## src/rtl/lu_fwd_subst.sv

```systemverilog
// Forward substitution L*y = b for a unit-lower-triangular L, one multiply-accumulate per cycle.
// L and b are loaded through a write port; y is read back by index through a registered read port.
module lu_fwd_subst #(
   parameter int N = 8,
   parameter int W = 32
) (
   input  logic                clk,
   input  logic                reset,
   input  logic                wr,
   input  logic                wr_sel,
   input  logic [15:0]         wr_addr,
   input  logic signed [W-1:0] din,
   input  logic                start,
   input  logic [7:0]          rd_addr,
   output logic signed [W-1:0] y,
   output logic                busy,
   output logic                finish
);

   localparam int IW = (N > 1) ? $clog2(N) : 1;
   localparam int LW = (N > 1) ? $clog2(N * N) : 1;
   localparam logic [15:0]   L_SIZE = 16'(N * N);
   localparam logic [15:0]   B_SIZE = 16'(N);
   localparam logic [7:0]    Y_SIZE = 8'(N);
   localparam logic [IW-1:0] LAST   = IW'(N - 1);

   typedef enum logic [2:0] {IDLE, ROW_INIT, MAC, WRITE, DONE} state_t;

   state_t              state;
   logic [IW-1:0]       i, j;
   logic signed [W-1:0] acc;
   logic signed [W-1:0] l_mem [N*N];
   logic signed [W-1:0] b_mem [N];
   logic signed [W-1:0] y_mem [N];
   logic [LW-1:0]       l_rd_idx;

   // A W-bit product context keeps exactly the low W bits of the full 2W-bit product.
   function automatic logic signed [W-1:0] mac_step(input logic signed [W-1:0] a,
                                                    input logic signed [W-1:0] l,
                                                    input logic signed [W-1:0] yv);
      logic signed [W-1:0] prod;
      prod = l * yv;
      return a - prod;
   endfunction

   assign l_rd_idx = LW'(int'(i) * N + int'(j));

   always_ff @(posedge clk) begin
      if (wr && !busy) begin
         if (!wr_sel && (wr_addr < L_SIZE))
            l_mem[wr_addr[LW-1:0]] <= din;
         else if (wr_sel && (wr_addr < B_SIZE))
            b_mem[wr_addr[IW-1:0]] <= din;
      end
   end

   always_ff @(posedge clk) begin
      case (state)
         ROW_INIT: acc <= b_mem[i];
         MAC:      acc <= mac_step(acc, l_mem[l_rd_idx], y_mem[j]);
         default:  ;
      endcase
   end

   always_ff @(posedge clk or posedge reset) begin
      if (reset) begin
         state  <= IDLE;
         i      <= '0;
         j      <= '0;
         busy   <= 1'b0;
         finish <= 1'b0;
         y      <= '0;
         for (int k = 0; k < N; k++)
            y_mem[k] <= '0;
      end else begin
         y <= (rd_addr < Y_SIZE) ? y_mem[rd_addr[IW-1:0]] : '0;
         case (state)
            IDLE, DONE: begin
               if (start) begin
                  state  <= ROW_INIT;
                  i      <= '0;
                  busy   <= 1'b1;
                  finish <= 1'b0;
               end
            end
            ROW_INIT: begin
               j     <= '0;
               state <= (i == '0) ? WRITE : MAC;
            end
            MAC: begin
               j <= j + IW'(1);
               if (j == i - IW'(1))
                  state <= WRITE;
            end
            WRITE: begin
               y_mem[i] <= acc;
               if (i == LAST) begin
                  state  <= DONE;
                  busy   <= 1'b0;
                  finish <= 1'b1;
               end else begin
                  i     <= i + IW'(1);
                  state <= ROW_INIT;
               end
            end
            default: state <= IDLE;
         endcase
      end
   end

endmodule

```

## config.mk

```make
export PLATFORM = sky130hd
export DESIGN_NAME = lu_fwd_subst
export DESIGN_NICKNAME = d
export VERILOG_FILES = /design/src/rtl/lu_fwd_subst.sv
export SDC_FILE = /design/constraint.sdc
export NUM_CORES = 2
export LEC_CHECK = 0
export ABC_AREA = 0
export CORE_ASPECT_RATIO = 1.25
export CORE_MARGIN = 2
export CORE_UTILIZATION = 56
export CTS_CLUSTER_DIAMETER = 50
export DETAILED_ROUTE_END_ITERATION = 10
export DONT_BUFFER_PORTS = 1
export PLACE_DENSITY_LB_ADDON = 0.12
export SLEW_MARGIN = 20
export SYNTH_ARGS = -nofsm -noshare
export SYNTH_HDL_FRONTEND = slang
export SYNTH_SLANG_ARGS = --single-unit
```

## constraint.sdc

```tcl
create_clock -name clk -period 13.05 [get_ports clk]
set_input_delay 1.305 -clock clk [delete_from_list [all_inputs] [get_ports clk]]
set_output_delay 1.305 -clock clk [all_outputs]
set_load 0.01 [all_outputs]
```

==> out/qor.txt <==
==================================================================================
Status                                                                finished clean
Unrepaired setup endpoints after global routing                              false
Count of flip-flops with a built-in enable after synthesis                    2336
Measured slew at the worst slew-check pin                                  1.14 ns
Number of buffer and inverter stages on the critical path                        3
Total Negative Setup Slacks                                                   0 ns
Initial standard-cell utilization of the core                                0.561
Slew headroom                                                                0.225
Synth Flop Type                                                           edfxtp_1
Critical Path Sink                                                         acc[31]
Warnings from Yosys                                                              0
Area added between synthesis and finish                                      10.5%
Cell count along the critical path                                              29
Worst-case register-to-register setup slack                                2.19 ns
Cell types with the highest counts after synthesis                    2336 x edfxtp_1, 757 x mux4_2, 556 x inv_1, 515 x nand2_1, 440 x fa_1
Setup slack after placement                                                2.29 ns
Count of endpoints failing setup in the final report                             0
Dominant combinational cell family by area after synthesis            multiplexers
Cell type with the largest total area after synthesis                     edfxtp_1
Largest stage delay on the critical path                                   0.84 ns
Period utilisation layout                                                    0.832
Mean post-synth cell area                                                18.0 um^2
Family of cells with the greatest summed delay on the critical path    adder cells
Clock-pin slew on the worst setup and hold paths                           0.06 ns
Largest net degree at the start of global routing                               88
Data arrival, critical path                                               11.41 ns
Count of antenna-violating nets left after detailed routing                      0
Number of remaining DRC errors                                                   0
Cell with the most instances on the worst path                                fa_1
Via count                                                                    64600
FP Rows                                                                        191
Vertical die dimension                                                      524 um
Depth of the worst register-to-register path                                    29
Area of the die                                                        220000 um^2
Width of the die                                                            420 um
Register area share after synthesis                                          0.640
TritonCTS buffer count                                                         270
Worst setup skew after layout                                            0.0718 ns
First-pass GRT wire length                                               494000 um
Setup CP Type                                                         flip-flop to flip-flop
Adder-Cell Fraction of Synth Area                                           0.0898
Max-cap violations                                                               0
Ys async rst share                                                           0.113
Total of flip-flops plus latches after synthesis                              2635
Filler-free cell count of the finished design                                 9962
Beginning of the critical path                                                j[1]
Pins over their slew limit                                                       0
Number of global-route vias before repair                                    66400
Hold Path Class                                                       input pin to async pin
CTS tree                                                                      done
Slack of the critical path                                                 2.19 ns
Cell Area, Synth                                                       121000 um^2
Simple-gate share of the synthesized area                                   0.0378
Nets in the synthesized netlist                                               7403
I/O pin count                                                                   95
Net count of the finished layout                                              7529
Placed cell count                                                             9485
Crit path capture type                                                   flip-flop
FF-to-FF End                                                               acc[31]
Share of the synthesized area in the top cell type                           0.579
Most common cell in the synthesized netlist                               edfxtp_1
Largest cells by area after synthesis                                 edfxtp_1 58%, mux4_2 14%, fa_1 7.3%, dfrtp_1 6.2%, mux2_2 2.4%
Category of the worst setup path launch point                            flip-flop
Cell at the root of the clock tree                                       clkbuf_16
XOR/XNOR Fraction of Synth Area                                            0.00668
Overall global routing resource usage                                        0.323
Final critical-path required period                                       10.86 ns
Biggest fanout along the worst timing path                                      42
Buffers on Ports                                                                 0
Antenna violations before repair                                                14
Total gr overflow                                                                0
Detailed router's first-iteration violation count                             7460
Routability cong.                                                            0.943
Placeable core area                                                    216000 um^2
Hold_buf cts                                                                     0
Post-detailed-route via-to-cell ratio                                         6.49
Required time of the critical path                                        13.60 ns
Share of the core filled with cells in the final layout                      0.620
Count of clock tree sinks                                                     2635
Total detailed-routing wirelength                                        350000 um
Htree depth                                                                      5
Number of instances resized during post-cts repair                               0
Post-CTS Setup Repair Bufs                                                       0
Clock latency on the worst-skew pair                                       0.89 ns
DR pass1 iterations                                                              7
Instance count of the mapped netlist                                          6736
Per-cell routed wire length                                                35.2 um
FMAX                                                                      92.1 MHz
Number of distinct library cells after synthesis                                75
Final Hold Violating Endpoints                                                   0
Origin of the critical flop-to-flop path                                      j[1]
Crit-path slowest cell                                                     dfrtp_4
Share of synthesized area spent on multiplexers                              0.175
Fraction of final layout cells with drive strength greater than 1            0.242
Synth Area in Compound Gates                                                0.0165
Placed wire-length estimate after detailed placement                     217000 um
Buffer depth of the longest clock path                                           4
==================================================================================
==> worst min path at each step <==
stage	start	depth (start not counted)	endpoint	slack [ns]
final	reset	1	y[15]	0.37
after global routing	reset	1	y[15]	0.42
after CTS	reset	1	y[15]	0.37
after detailed placement	y_mem[33]	2	y_mem[33]	0.50
after global placement	y_mem[225]	2	y_mem[225]	0.48
after floorplan	y_mem[161]	2	y_mem[161]	0.46
==> cells by family (layout without fill, tap and decap cells) <==
kind of cell	after synthesis	in the layout
other cells	0	6
buf+inv	907	1232
mux	1146	1146
simple gates	1050	1050
flops	2635	2635
fa+ha+maj	606	606
xor+xnor	83	83
compound gates	309	309
==> registers in the layout, indices dropped and copies added (netlist names) <==
name    count
busy        1
y_mem     256
state       3
acc        32
l_mem    2048
y          32
j           3
i           3
b_mem     256
finish      1
==> metal layers <==
metal / global-route usage / part of all wire / routed length, um
met1: 0.420 / 0.37 / 128000
met5: 0 / 0 / 0
met4: 0.155 / 0.057 / 19900
met2: 0.537 / 0.50 / 175000
met3: 0.0529 / 0.079 / 27700
==> cell usage in the layout (no fill, tap or decap), types with 10 or more instances in the layout <==
cell type | synthesis | final
a211oi_1 | 11 | 10
a21o_1 | 13 | 13
a21oi_1 | 91 | 90
a221oi_1 | 25 | 25
a22oi_1 | 24 | 24
a31oi_1 | 23 | 16
and2_1 | 58 | 58
and3_1 | 25 | 25
buf_12 | 7 | 15
buf_4 | 27 | 183
bufinv_16 | 0 | 22
clkbuf_1 | 166 | 50
clkbuf_16 | 0 | 282
clkinv_1 | 4 | 62
clkinv_2 | 0 | 28
dfrtp_1 | 299 | 293
edfxtp_1 | 2336 | 2336
fa_1 | 440 | 440
ha_1 | 166 | 166
inv_1 | 556 | 554
inv_6 | 0 | 10
mux2_2 | 254 | 254
mux2i_1 | 134 | 129
mux4_2 | 757 | 757
nand2_1 | 515 | 510
nand2b_1 | 27 | 27
nand3_1 | 32 | 32
nand4_1 | 11 | 11
nor2_1 | 269 | 192
nor2_4 | 0 | 75
nor2b_1 | 55 | 52
nor3_1 | 19 | 16
o21ai_0 | 62 | 61
xnor2_1 | 60 | 60
xor2_1 | 17 | 17
==> area by class of cell <==
type / instances / area, um^2
antenna: 6 / 15.0
clock buffer: 336 / 7300
clock inverter: 135 / 1300
fill: 15500 / 82100
inverter: 563 / 2130
multi-input combinational: 3194 / 40300
sequential: 2635 / 77700
tap: 2895 / 3620
timing repair buffer: 198 / 1670
==> through the flow <==
| stage | area [um^2] | hold slack (ns) |
|---|---|---|
| 3_3_place_gp | 125000 | 0.476 |
| 5_1_grt | 134000 | 0.417 |
| 2_1_floorplan | 121000 | 0.461 |
| 3_5_place_dp | 125000 | 0.496 |
| 4_1_cts | 134000 | 0.373 |
| 6_report | 134000 | 0.368 |
Power is not shown: default switching activity piles up to over one toggle a cycle in this logic, so the estimate is an artifact.
